<file path="src/rtl/fpu_divsqrt_iter.sv">
// fpu_divsqrt_iter: iterative floating-point divide / square root, one result bit per clock.
// Restoring division and a restoring digit-by-digit root share one remainder/quotient datapath.
// Optional feature: define FPU_DIVSQRT_RNE_EN for round-to-nearest-even and overflow to infinity.
// Without it the unit truncates toward zero and saturates an overflow to the largest finite value.
module fpu_divsqrt_iter #(
    parameter int unsigned EXP_W = 8,
    parameter int unsigned MAN_W = 23
) (
    input  logic                   clk,
    input  logic                   rst,
    input  logic                   in_valid,
    output logic                   in_ready,
    input  logic                   op,
    input  logic [EXP_W+MAN_W:0]   rs1,
    input  logic [EXP_W+MAN_W:0]   rs2,
    output logic                   out_valid,
    input  logic                   out_ready,
    output logic [EXP_W+MAN_W:0]   fpu_result,
    output logic [4:0]             fpu_flags
);

    localparam int unsigned W       = 1 + EXP_W + MAN_W;
    localparam int unsigned Q       = MAN_W + 2;
    localparam int unsigned CNT_W   = $clog2(MAN_W + 3);
    localparam int unsigned EW      = EXP_W + 2;
    localparam int unsigned RW      = Q + 3;
    localparam int unsigned MW1     = MAN_W + 1;
    localparam int unsigned BIAS    = (1 << (EXP_W - 1)) - 1;
    localparam int unsigned EXP_MAX = (1 << EXP_W) - 1;

    localparam logic signed [EW-1:0] EXP_ONE  = EW'(1);
    localparam logic signed [EW-1:0] EXP_ZERO = EW'(0);
    localparam logic signed [EW-1:0] EXP_BIAS = EW'(BIAS);
    localparam logic signed [EW-1:0] EXP_OVF  = EW'(EXP_MAX);

    localparam logic [4:0] FL_NV = 5'b10000;
    localparam logic [4:0] FL_DZ = 5'b01000;
    localparam logic [4:0] FL_OF = 5'b00100;
    localparam logic [4:0] FL_UF = 5'b00010;
    localparam logic [4:0] FL_NX = 5'b00001;

    localparam logic [W-1:0] QNAN = {1'b0, {EXP_W{1'b1}}, 1'b1, {(MAN_W-1){1'b0}}};

    typedef enum logic [1:0] {
        IDLE,
        CALC,
        NORM,
        DONE
    } state_e;

    state_e                 state_q, state_d;
    logic [CNT_W-1:0]       cnt_q, cnt_d;
    logic                   op_q, op_d;
    logic                   sign_q, sign_d;
    logic signed [EW-1:0]   exp_q, exp_d;
    logic [MAN_W:0]         div_b_q, div_b_d;
    logic [RW-1:0]          rem_q, rem_d;
    logic [Q-1:0]           quo_q, quo_d;
    logic [2*Q-1:0]         rad_q, rad_d;
    logic                   out_valid_q, out_valid_d;
    logic [W-1:0]           res_q, res_d;
    logic [4:0]             flags_q, flags_d;

    // Operand field decode
    logic                   s1, s2;
    logic [EXP_W-1:0]       e1, e2;
    logic [MAN_W-1:0]       m1, m2;
    logic                   z1, z2, inf1, inf2, nan1, nan2, snan1, snan2;

    assign s1    = rs1[W-1];
    assign s2    = rs2[W-1];
    assign e1    = rs1[W-2 -: EXP_W];
    assign e2    = rs2[W-2 -: EXP_W];
    assign m1    = rs1[MAN_W-1:0];
    assign m2    = rs2[MAN_W-1:0];
    assign z1    = (e1 == '0);
    assign z2    = (e2 == '0);
    assign inf1  = (e1 == '1) && (m1 == '0);
    assign inf2  = (e2 == '1) && (m2 == '0);
    assign nan1  = (e1 == '1) && (m1 != '0);
    assign nan2  = (e2 == '1) && (m2 != '0);
    assign snan1 = nan1 && !m1[MAN_W-1];
    assign snan2 = nan2 && !m2[MAN_W-1];

    assign in_ready   = (state_q == IDLE);
    assign out_valid  = out_valid_q;
    assign fpu_result = res_q;
    assign fpu_flags  = flags_q;

    // Special-operand detection and result, resolved in priority order at accept
    logic                   spec_hit;
    logic [W-1:0]           spec_res;
    logic [4:0]             spec_flags;
    logic                   sx;

    always_comb begin
        spec_hit   = 1'b0;
        spec_res   = '0;
        spec_flags = '0;
        sx         = s1 ^ s2;
        if (!op) begin
            if (nan1 || nan2) begin
                spec_hit   = 1'b1;
                spec_res   = QNAN;
                spec_flags = (snan1 || snan2) ? FL_NV : 5'b0;
            end else if ((z1 && z2) || (inf1 && inf2)) begin
                spec_hit   = 1'b1;
                spec_res   = QNAN;
                spec_flags = FL_NV;
            end else if (z2) begin
                spec_hit   = 1'b1;
                spec_res   = {sx, {EXP_W{1'b1}}, {MAN_W{1'b0}}};
                spec_flags = FL_DZ;
            end else if (inf1) begin
                spec_hit   = 1'b1;
                spec_res   = {sx, {EXP_W{1'b1}}, {MAN_W{1'b0}}};
            end else if (inf2 || z1) begin
                spec_hit   = 1'b1;
                spec_res   = {sx, {(W-1){1'b0}}};
            end
        end else begin
            if (nan1) begin
                spec_hit   = 1'b1;
                spec_res   = QNAN;
                spec_flags = snan1 ? FL_NV : 5'b0;
            end else if (z1) begin
                spec_hit   = 1'b1;
                spec_res   = {s1, {(W-1){1'b0}}};
            end else if (s1) begin
                spec_hit   = 1'b1;
                spec_res   = QNAN;
                spec_flags = FL_NV;
            end else if (inf1) begin
                spec_hit   = 1'b1;
                spec_res   = {1'b0, {EXP_W{1'b1}}, {MAN_W{1'b0}}};
            end
        end
    end

    // Initial exponent and radicand for the normal path
    logic signed [EW-1:0]   div_exp, e_unb, sqrt_exp;
    logic [MAN_W+1:0]       rad_top;

    always_comb begin
        div_exp  = $signed({2'b00, e1}) - $signed({2'b00, e2}) + EXP_BIAS;
        e_unb    = $signed({2'b00, e1}) - EXP_BIAS;
        sqrt_exp = (e_unb >>> 1) + EXP_BIAS;
        rad_top  = e_unb[0] ? {1'b1, m1, 1'b0} : {1'b0, 1'b1, m1};
    end

    // Normalise, round and range-check the finished quotient or root
    logic [MAN_W-1:0]       mant, mant_f;
    logic                   guard, sticky, carry;
    logic signed [EW-1:0]   exp_n, exp_f;
    logic [W-1:0]           ovf_res, norm_res;
    logic [4:0]             norm_flags;
`ifdef FPU_DIVSQRT_RNE_EN
    logic                   round_up;
    logic [MAN_W:0]         mant_r;
`endif

    always_comb begin
        mant       = '0;
        mant_f     = '0;
        guard      = 1'b0;
        sticky     = 1'b0;
        carry      = 1'b0;
        exp_n      = exp_q;
        exp_f      = '0;
        ovf_res    = '0;
        norm_res   = '0;
        norm_flags = '0;
`ifdef FPU_DIVSQRT_RNE_EN
        round_up   = 1'b0;
        mant_r     = '0;
`endif
        if (quo_q[Q-1]) begin
            mant   = quo_q[Q-2:1];
            guard  = quo_q[0];
            sticky = (rem_q != '0);
        end else begin
            // Quotient below 1: the guard bit comes from the doubled remainder.
            mant   = quo_q[Q-3:0];
            guard  = (rem_q >= RW'(div_b_q));
            sticky = ((guard ? (rem_q - RW'(div_b_q)) : rem_q) != '0);
            exp_n  = exp_q - EXP_ONE;
        end
`ifdef FPU_DIVSQRT_RNE_EN
        round_up = guard & (sticky | mant[0]);
        mant_r   = {1'b0, mant} + MW1'(round_up);
        carry    = mant_r[MAN_W];
        mant_f   = mant_r[MAN_W-1:0];
        ovf_res  = {sign_q, {EXP_W{1'b1}}, {MAN_W{1'b0}}};
`else
        carry    = 1'b0;
        mant_f   = mant;
        ovf_res  = {sign_q, {(EXP_W-1){1'b1}}, 1'b0, {MAN_W{1'b1}}};
`endif
        exp_f = exp_n + (carry ? EXP_ONE : EXP_ZERO);
        if (exp_f >= EXP_OVF) begin
            norm_res   = ovf_res;
            norm_flags = FL_OF | FL_NX;
        end else if (exp_f <= EXP_ZERO) begin
            norm_res   = {sign_q, {(W-1){1'b0}}};
            norm_flags = FL_UF | FL_NX;
        end else begin
            norm_res   = {sign_q, exp_f[EXP_W-1:0], mant_f};
            norm_flags = (guard | sticky) ? FL_NX : 5'b0;
        end
    end

    // Next-state, iteration step and output register updates
    logic                   ge;
    logic [RW-1:0]          rem_sh, trial;

    always_comb begin
        state_d     = state_q;
        cnt_d       = cnt_q;
        op_d        = op_q;
        sign_d      = sign_q;
        exp_d       = exp_q;
        div_b_d     = div_b_q;
        rem_d       = rem_q;
        quo_d       = quo_q;
        rad_d       = rad_q;
        out_valid_d = out_valid_q;
        res_d       = res_q;
        flags_d     = flags_q;
        ge          = 1'b0;
        rem_sh      = '0;
        trial       = '0;
        case (state_q)
            IDLE: begin
                if (in_valid) begin
                    op_d   = op;
                    sign_d = op ? s1 : (s1 ^ s2);
                    if (spec_hit) begin
                        res_d       = spec_res;
                        flags_d     = spec_flags;
                        out_valid_d = 1'b1;
                        state_d     = DONE;
                    end else begin
                        cnt_d   = '0;
                        quo_d   = '0;
                        state_d = CALC;
                        if (!op) begin
                            exp_d   = div_exp;
                            rem_d   = RW'({1'b1, m1});
                            div_b_d = {1'b1, m2};
                            rad_d   = '0;
                        end else begin
                            exp_d   = sqrt_exp;
                            rem_d   = '0;
                            rad_d   = {rad_top, {(MAN_W+2){1'b0}}};
                        end
                    end
                end
            end
            CALC: begin
                if (!op_q) begin
                    ge    = (rem_q >= RW'(div_b_q));
                    rem_d = ge ? ((rem_q - RW'(div_b_q)) << 1) : (rem_q << 1);
                end else begin
                    rem_sh = {rem_q[RW-3:0], rad_q[2*Q-1 -: 2]};
                    trial  = RW'({quo_q, 2'b01});
                    ge     = (rem_sh >= trial);
                    rem_d  = ge ? (rem_sh - trial) : rem_sh;
                    rad_d  = {rad_q[2*Q-3:0], 2'b00};
                end
                quo_d = {quo_q[Q-2:0], ge};
                cnt_d = cnt_q + CNT_W'(1);
                if (cnt_q == CNT_W'(Q - 1)) begin
                    state_d = NORM;
                end
            end
            NORM: begin
                res_d       = norm_res;
                flags_d     = norm_flags;
                out_valid_d = 1'b1;
                state_d     = DONE;
            end
            DONE: begin
                if (out_ready) begin
                    out_valid_d = 1'b0;
                    state_d     = IDLE;
                end
            end
            default: begin
                state_d = IDLE;
            end
        endcase
    end

    // State and datapath registers with asynchronous reset
    always_ff @(posedge clk or posedge rst) begin
        if (rst) begin
            state_q     <= IDLE;
            cnt_q       <= '0;
            op_q        <= 1'b0;
            sign_q      <= 1'b0;
            exp_q       <= '0;
            div_b_q     <= '0;
            rem_q       <= '0;
            quo_q       <= '0;
            rad_q       <= '0;
            out_valid_q <= 1'b0;
            res_q       <= '0;
            flags_q     <= '0;
        end else begin
            state_q     <= state_d;
            cnt_q       <= cnt_d;
            op_q        <= op_d;
            sign_q      <= sign_d;
            exp_q       <= exp_d;
            div_b_q     <= div_b_d;
            rem_q       <= rem_d;
            quo_q       <= quo_d;
            rad_q       <= rad_d;
            out_valid_q <= out_valid_d;
            res_q       <= res_d;
            flags_q     <= flags_d;
        end
    end

endmodule

</file>
<file path="config.mk">
export PLATFORM = sky130hd
export DESIGN_NAME = fpu_divsqrt_iter
export DESIGN_NICKNAME = d
export VERILOG_FILES = /design/src/rtl/fpu_divsqrt_iter.sv
export SDC_FILE = /design/constraint.sdc
export NUM_CORES = 1
export LEC_CHECK = 0
export ABC_AREA = 0
export BUFFER_PORTS_ARGS = -buffer_cell sky130_fd_sc_hd__buf_2
export CORE_MARGIN = 5
export CORE_UTILIZATION = 60
export DETAILED_ROUTE_END_ITERATION = 6
export PLACE_DENSITY_LB_ADDON = 0.05
export SYNTH_ARGS = -nofsm -noshare
export SYNTH_HDL_FRONTEND = slang
export SYNTH_SLANG_ARGS = --single-unit
export TNS_END_PERCENT = 5
</file>
<file path="constraint.sdc">
create_clock -name clk -period 6.95 [get_ports clk]
set_input_delay 1.0425 -clock clk [delete_from_list [all_inputs] [get_ports clk]]
set_output_delay 1.0425 -clock clk [all_outputs]
set_load 0.01 [all_outputs]
</file>
Word level (Yosys, flattened, before mapping):

Cells that the tools add are included.

* register bits after elaboration: 184
* latch bits: 0
* RAM bits: 0
* bits in read-only memories: 0
* input bits: 69
* output and inout bits: 39
* logic and storage cells: 150
* memories: 0

* add/subtract/negate cells: 8
* multipliers: 0
* divide/modulo/power cells: 0
* magnitude comparators: 4
* equal/unequal tests: 12
* shift operators: 0
* mux-type cells: 76
* bitwise gates (word level): 4
* reduce and logical (&&, ||, !) cells: 34

Operator list (number)
* $mux W32: 10
* $mux W50: 4
* $mux W28: 6
* $mux W31: 4
* $pmux W50 S2: 1
* $mux W25: 3
* $pmux W32 S2: 1
* $mux W5: 12
* $pmux W28 S2: 1
* $reduce_bool A28 Y1: 2
* $pmux W25 S2: 1
* $logic_not A23 Y1: 2
* $reduce_bool A23 Y1: 2
* $ge A28 B24 Y1: 1
* $ge A28 B27 Y1: 1
* $sub A28 B24 Y28: 1
* $sub A28 B27 Y28: 1
* $mux W24: 1
* $mux W23: 1
* $mux W10: 2
* $pmux W5 S2: 2
* $mux W1: 18
* $eq A8 B8 Y1 const B: 2
* $logic_not A8 Y1: 2
* 30 further kinds: 57

Logic depth before layout (Yosys ltp):

Gate-level depths: netlist of run 1.

* depth after elaboration: 12
* mapped depth: 16

Worst setup path before layout of run 1:

Ideal clock, no wire load.

* path kind: input-to-reg
* from: in rs1[23]
* to: reg exp_q[7]
* library setup time: 0.125 ns
* arrival: 3.680 ns
* required time: 6.825 ns
* path slack: 3.145 ns
* stages: 16
* path buffers: 2
* cell sequence: clkbuf_1 -> clkbuf_1 -> inv_1 -> ha_1 -> inv_1 -> fa_1 -> a21o_1 -> a21oi_1 -> o21ai_0 -> a21oi_1 -> xnor2_1 -> o211ai_1 -> nor2_1 -> xnor3_1 -> o21ai_0 -> mux2_2

* longest elaborated chain between the ends: 10

RTL lines
* start, declared: line 14 `input logic [EXP_W+MAN_W:0] rs1,`
* branches (longest 10 deep; another with $add A9 B8 Y10)
* end signal, assigned: line 314 `exp_q <= exp_d;`
* end, declared: line 55 `logic signed [EW-1:0] exp_q, exp_d;`

Parallel ways; which one is timed is not known.
A chain may end at the register's enable or synchronous reset.

Final worst setup path of run 1:

* from: in rs1[23]
* to: reg rad_q[31]

* longest elaborated chain between the ends: 10

RTL lines
* $logic_not A8 Y1: line 76 `assign z1 = (e1 == '0);`
* $logic_or A1 B1 Y1: line 117 `end else if (inf2 || z1) begin`
* $mux W1: line 117
* $mux W1: line 114 `end else if (inf1) begin`
* $mux W1: line 110 `end else if (z2) begin`
* $mux W1: line 106 `end else if ((z1 && z2) || (inf1 && inf2)) begin`
* $mux W1: line 102 `if (nan1 || nan2) begin`
* $mux W1: line 101 `if (!op) begin`
* $ne A2 B2 Y1 (no source line)
* $reduce_and A4 Y1 (no source line)
* end signal, assigned: line 318 `rad_q <= rad_d;`
* end, declared: line 59 `logic [2*Q-1:0] rad_q, rad_d;`

Several ways; a longest one is shown, not always the timed one. The select of a mux whose other input is x is not followed.

==> results of run 1 <==
==> power groups by stage <==
stage	clock network (mW)	logic (mW)	registers [mW]
final	1.02	5.05	1.68
after global routing	1.07	5.54	1.71
after CTS	1.03	4.95	1.67
after detailed placement	0	4.91	1.68
after global placement	0	4.86	1.68
after floorplan	0	3.81	1.57
==> cell usage in the layout (no fill, tap or decap), types with 14 or more instances in the layout <==
cell	instances
nor4_1	25
nand4_1	23
mux2_2	36
a22o_1	15
a221oi_1	26
a31oi_1	17
nand2_1	180
nand3_1	53
inv_1	98
ha_1	69
o21ai_0	168
o211ai_1	14
nor3_1	28
xnor2_1	52
clkbuf_16	17
xor2_1	21
buf_2	107
dfrtp_1	159
a21o_1	19
and3_1	14
nor2_1	128
a21oi_1	129
==> worst max path at each step <==
stage | cells past startpoint | slack (ns) | endpoint
floorplan | 1 | 1.62 | cnt_q[0]
global placement | 12 | 2.28 | rad_q[46]
detailed placement | 12 | 2.21 | rad_q[31]
CTS | 12 | 2.65 | rad_q[31]
global route | 12 | 2.29 | rad_q[29]
finish | 12 | 2.57 | rad_q[31]
==> flip-flops by register name, indices dropped and copies added (netlist names) <==
register,cells
fpu_result,32
rem_q,28
quo_q,25
rad_q,25
div_b_q,24
exp_q,10
cnt_q,5
fpu_flags,5
state_q,2
op_q,1
out_valid,1
sign_q,1
==> routing by layer <==
| metal | up-vias | global-route usage | share of wire |
|---|---|---|---|
| li1 | 5773 | - | - |
| met1 | 5652 | 0.432 | 0.43 |
| met2 | 484 | 0.486 | 0.46 |
| met3 | 88 | 0.0588 | 0.079 |
| met4 | 0 | 0.115 | 0.033 |
| met5 | - | 0 | 0 |
==> critical path, stage by stage <==
cell and delay, ns:
buf_2 0.46, ha_1 0.41, nand3_1 0.13, nor2_1 0.24, and3_1 0.30, nor3_2 0.11
nand3_2 0.34, a21boi_2 1.07, nor2_1 0.12, buf_4 0.27, nor2_1 0.13, nor2_1 0.05
==> stage by stage <==
step | utilization | cell area [µm²] | power (mW) | hold WS, ns | worst slack [ns]
3_3_place_gp | 0.631 | 13100 | 6.54 | 0.458 | 2.28
6_report | 0.661 | 13800 | 7.75 | 0.476 | 2.57
4_1_cts | 0.661 | 13800 | 7.65 | 0.479 | 2.65
3_5_place_dp | 0.631 | 13100 | 6.59 | 0.464 | 2.21
2_1_floorplan | - | 12600 | 5.38 | 0.431 | 1.62
5_1_grt | 0.661 | 13800 | 8.32 | 0.499 | 2.29
==> kinds of logic after synthesis <==
| family | Yosys count |
|---|---|
| simple gates | 518 |
| xor+xnor | 74 |
| fa+ha+maj | 72 |
| mux | 47 |
| buf+inv | 196 |
| compound gates | 510 |
| flops | 159 |
==> final cells by class <==
| cell class | count | area (µm²) |
|---|---|---|
| multi-input cells | 1221 | 7830 |
| fillers | 1790 | 7050 |
| flip-flops and latches | 159 | 3980 |
| repair buffers | 117 | 611 |
| clock buffers | 17 | 425 |
| inverters | 100 | 380 |
| well taps | 275 | 344 |
| clock inverters | 14 | 198 |
==> impl_metrics.json, run 1 <==
{
  "path_max_fanout": 28,
  "critical_path.startpoint": "rs1[23]",
  "clockBufferDepth": 2,
  "synth-edff-count": 0,
  "synth.distinct_cells": 86,
  "avgSynthCellArea_um2": 7.97,
  "drive_gt1_frac": 0.138,
  "whs_path_depth": 2,
  "ctsResizeCount": 0,
  "yosys_warnings": 0,
  "cts_setup_buffers": 0,
  "cts_hold_buf": 0,
  "max_cap_violations": 0,
  "rrSetupSlack_ns": 2.84,
  "clkPwrFrac": 0.132,
  "n_antenna_cell": 0,
  "num_rows": 53,
  "yosys.area.top_type": "dfrtp_1",
  "root_buffer": "clkbuf_16",
  "r2r_cells": 13,
  "synth_xor_xnor_area_share": 0.0527,
  "wirelength_um": 37200,
  "skew_ns": 0.0117,
  "grt_pass1_wl_um": 59900,
  "period_minus_slack_ns": 4.38,
  "path_class": "input pin to register",
  "cts_made_buffers": 17,
  "viasPerCell": 6.30,
  "synth_nets": 1717,
  "yosys.area_share.simple": 0.195,
  "seq_area_frac_synth": 0.317,
  "rsz0062_at_grt": "no",
  "status": "completed",
  "ys_top_cells_by_count": "180 x nand2_1, 168 x o21ai_0, 159 x dfrtp_1, 130 x a21oi_1, 129 x nor2_1",
  "cts.clk_slew.worst_paths_ns": 0.07,
  "whs_endpoint": "fpu_result[17]",
  "final_cells": 1903,
  "p_switching_mw": 3.99,
  "grt_use_total": 0.311,
  "drc": 0,
  "cts_tree": "built",
  "synth_fa_ha_area_frac": 0.0729,
  "synth_top_area_share": 0.317,
  "dieArea_um2": 23900,
  "grt_start_max_net_pins": 106,
  "muxShareOfSynthArea": 0.0410,
  "placed_cells": 1872,
  "clk_latency_ns": 0.44,
  "coreArea_um2": 20800,
  "netlist_instances": 1576,
  "rr_endpoint": "fpu_flags[0]",
  "drt_iter0_drc": 1196,
  "final.period_utilization": 0.630,
  "setup_viol": 0,
  "combPwrFrac": 0.652,
  "finalNetCount": 1757,
  "die_x_um": 155,
  "cts.sink_count": 159,
  "fin_tns_setup_ns": 0,
  "worstPathArrival_ns": 4.70,
  "synth_ff_type": "dfrtp_1",
  "globalRoute.totalOverflow": 0,
  "crit_required_ns": 7.28,
  "dp_hpwl_um": 27500,
  "antenna_found_initial": 0,
  "slew_violations": 0,
  "ant_nets": 0,
  "p_leak_nw": 5.96,
  "die_h_um": 155,
  "power_density_nw_per_um2": 563,
  "worst_pin_slew_ns": 1.32,
  "p_seq_frac": 0.216,
  "min_path_type": "register to register",
  "ys_top_cells_by_area": "dfrtp_1 32%, ha_1 7.0%, o21ai_0 6.7%, nand2_1 5.4%, a21oi_1 5.2%",
  "port-buffer-count": 107,
  "vias": 12000,
  "synth.most_common_cell": "nand2_1",
  "sw_frac_of_total": 0.515,
  "place.gp.congestion": 0.949,
  "synth_top_family_by_area": "compound AO/OA/AOI/OAI gates",
  "async_flop_share": 1.00,
  "routedWlPerCell_um": 19.5,
  "internal_power_mw": 3.76,
  "r2r-start": "rem_q[0]",
  "synth_seq_cells": 159,
  "synth_compound_area_frac": 0.259,
  "syn2layout_area_growth_pct": 9.63,
  "first_pass_iters": 7,
  "syn_area_um2": 12600,
  "htreeDepth": 4,
  "worstHoldStart": "fpu_result[17]",
  "end_kind": "register",
  "max_freq_mhz": 229,
  "critical_path.startpoint_type": "input pin",
  "hold_viol": 0,
  "io_pins": 108,
  "vdd_drop_max_uv": 301,
  "max_slew_margin": 0.113,
  "start_util": 0.603,
  "grt_pass1_vias": 11300
}
No activity file was read; power rests on OpenSTA's default activity.
==> run 2: changes to the inputs <==
ABC_AREA = 1   (was 0)
CORE_UTILIZATION = 56   (was 60)
clock period = 3.8 ns   (was 6.95 ns; I/O delays follow)
==> run 2 against run 1 <==
Compared with the run above:
- clock skew is essentially flat
- routed wire length rose by 13%
- final area up 5.5%
- global-route usage is 0.32 points higher
- worst hold slack worse by 0.25 ns
- final cell count is 24% higher
- via count increased by 14%
- register-to-register slack worse by 2.3 ns
- non-clock buffer count up 21
- flip-flop and latch count is the same
- die area increased by 11%
- critical path type is now register to register
==> impl_metrics.json, run 2 <==
{
  "skew_ns": 0.0114,
  "first_pass_iters": 6,
  "vias": 13700,
  "yosys.area.top_type": "dfrtp_1",
  "status": "completed",
  "largest_reg_flops": 32,
  "yosys_warnings": 0,
  "port-buffer-count": 107,
  "synth_top_area_share": 0.303,
  "syn2layout_area_growth_pct": 10.7,
  "fillers": 2229,
  "clk_latency_ns": 0.44,
  "cts_hold_buf": 0,
  "critical_path.startpoint": "rem_q[1]",
  "synth_nets": 2089,
  "drive_gt1_frac": 0.105,
  "finalNetCount": 2176,
  "die_x_um": 163,
  "path_class": "register to register",
  "wirelength_um": 42100,
  "coreArea_um2": 23300,
  "antenna_found_initial": 0,
  "clockBufferDepth": 2,
  "cts_tree": "built",
  "slew_violations": 0,
  "layout_common_cells": "510 x nand2_1, 260 x inv_1, 186 x o21ai_0",
  "max_slew_margin": 0.242,
  "dieArea_um2": 26600,
  "netlist_instances": 1948,
  "synth_ff_type": "dfrtp_1",
  "final.period_utilization": 0.855,
  "syn_area_um2": 13100,
  "drt_iter0_drc": 1229,
  "crit_required_ns": 4.11,
  "cp_top_family": "simple AND/OR/NAND/NOR gates",
  "end_kind": "register",
  "ys_top_cells_by_area": "dfrtp_1 30%, nand2_1 15%, inv_1 7.5%, o21ai_0 7.1%, ha_1 6.7%",
  "ant_nets": 0,
  "place.gp.congestion": 0.995,
  "wl_met3_um": 3490,
  "min_path_type": "input pin to async pin",
  "rrSetupSlack_ns": 0.55,
  "crit_slowest_cell": "dfrtp_1",
  "rsz0062_at_grt": "no",
  "r2r_cells": 16,
  "hold_viol": 0,
  "viasPerCell": 5.79,
  "top_layer": "met4",
  "die_h_um": 163,
  "layout_commonest_cell": "nand2_1",
  "fin_tns_setup_ns": 0,
  "root_buffer": "clkbuf_16",
  "synth.most_common_cell": "nand2_1",
  "worstPathArrival_ns": 3.55,
  "ctsResizeCount": 0,
  "r2r-start": "rem_q[1]",
  "synth.distinct_cells": 58,
  "grt_pass1_vias": 12800,
  "cp_cell_sequence": "ha_1, a21oi_1, o21ai_2, nand2_1, nand3b_2, nand2_1, nand2_1, inv_1, o21ai_1, nand2_1, nand3_2, nor2_1, buf_4, clkinv_2, o21ai_0, o22ai_1",
  "io_pins": 108,
  "globalRoute.totalOverflow": 0,
  "grt_start_max_net_pins": 107,
  "max_freq_mhz": 308,
  "setup_viol": 0,
  "grt_use_total": 0.314,
  "m1WireLength_um": 18500,
  "synth_seq_cells": 159,
  "crit_buf_inv": 3,
  "period_minus_slack_ns": 3.25,
  "worst_pin_slew_ns": 1.13,
  "path_common_cell": "nand2_1",
  "ys_top_cells_by_count": "510 x nand2_1, 261 x inv_1, 186 x o21ai_0, 159 x dfrtp_1, 157 x nor2_1",
  "async_flop_share": 1.00,
  "cts.clk_slew.worst_paths_ns": 0.07,
  "start_util": 0.564,
  "seq_area_frac_synth": 0.303,
  "synth-edff-count": 0,
  "num_rows": 56,
  "cts_made_buffers": 17,
  "grt_pass1_wl_um": 66500,
  "critical_path.startpoint_type": "register",
  "path_max_fanout": 13,
  "dp_hpwl_um": 32600,
  "rr_endpoint": "rem_q[24]",
  "max_cap_violations": 0,
  "cts.sink_count": 159,
  "avgSynthCellArea_um2": 6.74,
  "htreeDepth": 4,
  "cts_setup_buffers": 0,
  "drc": 0,
  "max_stage_delay_ns": 0.47,
  "wl_met2_um": 19200,
  "routedWlPerCell_um": 17.8
}
[run 2: layer usage]
| metal | GRT usage | vias up |
|---|---|---|
| met2 | 0.503 | 592 |
| met4 | 0.0751 | 0 |
| met1 | 0.440 | 6382 |
| met3 | 0.0641 | 76 |
| met5 | 0 | - |
| li1 | - | 6648 |
[run 2: how the worst max path moves through the flow]
stage                     end  cells past startpoint  slack [ns]
finish              rem_q[24]                     16        0.55
global route        rem_q[24]                     16        0.36
CTS                 rem_q[24]                     16        0.64
detailed placement  rem_q[22]                     18        0.43
global placement    rem_q[22]                     18        0.49
floorplan            exp_q[7]                     16        0.74
[run 2: metrics by stage]
stage	cells	utilization	setup slack [ns]	instance area, µm²	hold WS, ns
after floorplan	1948	-	0.742	13100	0.431
after global placement	2335	0.599	0.490	13900	0.458
after detailed placement	2335	0.599	0.432	13900	0.462
after CTS	2366	0.624	0.643	14500	0.240
after global routing	2366	0.624	0.361	14500	0.272
final	2367	0.624	0.552	14500	0.225
[run 2: layout make-up]
type                       instances  area, µm²  share of cell area
multi-input combinational       1451       7770               0.535
sequential                       159       3980               0.274
inverter                         268       1010              0.0696
timing repair buffer             138        781              0.0538
clock buffer                      17        425              0.0293
tap                              319        399              0.0275
clock inverter                    14        153              0.0105
antenna                            1       2.50            0.000172
[run 2: worst reg2reg max path, stage by stage, from the launching register on]
cell      delay [ns]
dfrtp_1         0.47
ha_1            0.39
a21oi_1         0.18
o21ai_2         0.09
nand2_1         0.08
nand3b_2        0.15
nand2_1         0.10
nand2_1         0.13
inv_1           0.10
o21ai_1         0.09
nand2_1         0.12
nand3_2         0.26
nor2_1          0.23
buf_4           0.23
clkinv_2        0.17
o21ai_0         0.21
o22ai_1         0.12
[run 2: cells by family (layout without fill, tap and decap cells)]
group                      count (synthesis)  after routing  share of synthesized area
and+or+nand+nor                          888            888                      0.289
muxes                                      1              1                   0.000858
AOI/OAI and AO/OA                        435            435                      0.196
other                                      0              1                          0
DFF                                      159            159                      0.303
buffers and inverters                    338            437                      0.105
adders and majority gates                 72             72                     0.0698
xor gates and xnor gates                  55             55                     0.0367
Power of run 2 is left out: the tool's default activity adds up to more than one toggle a clock period on the data nets, which glitch-free logic cannot reach.
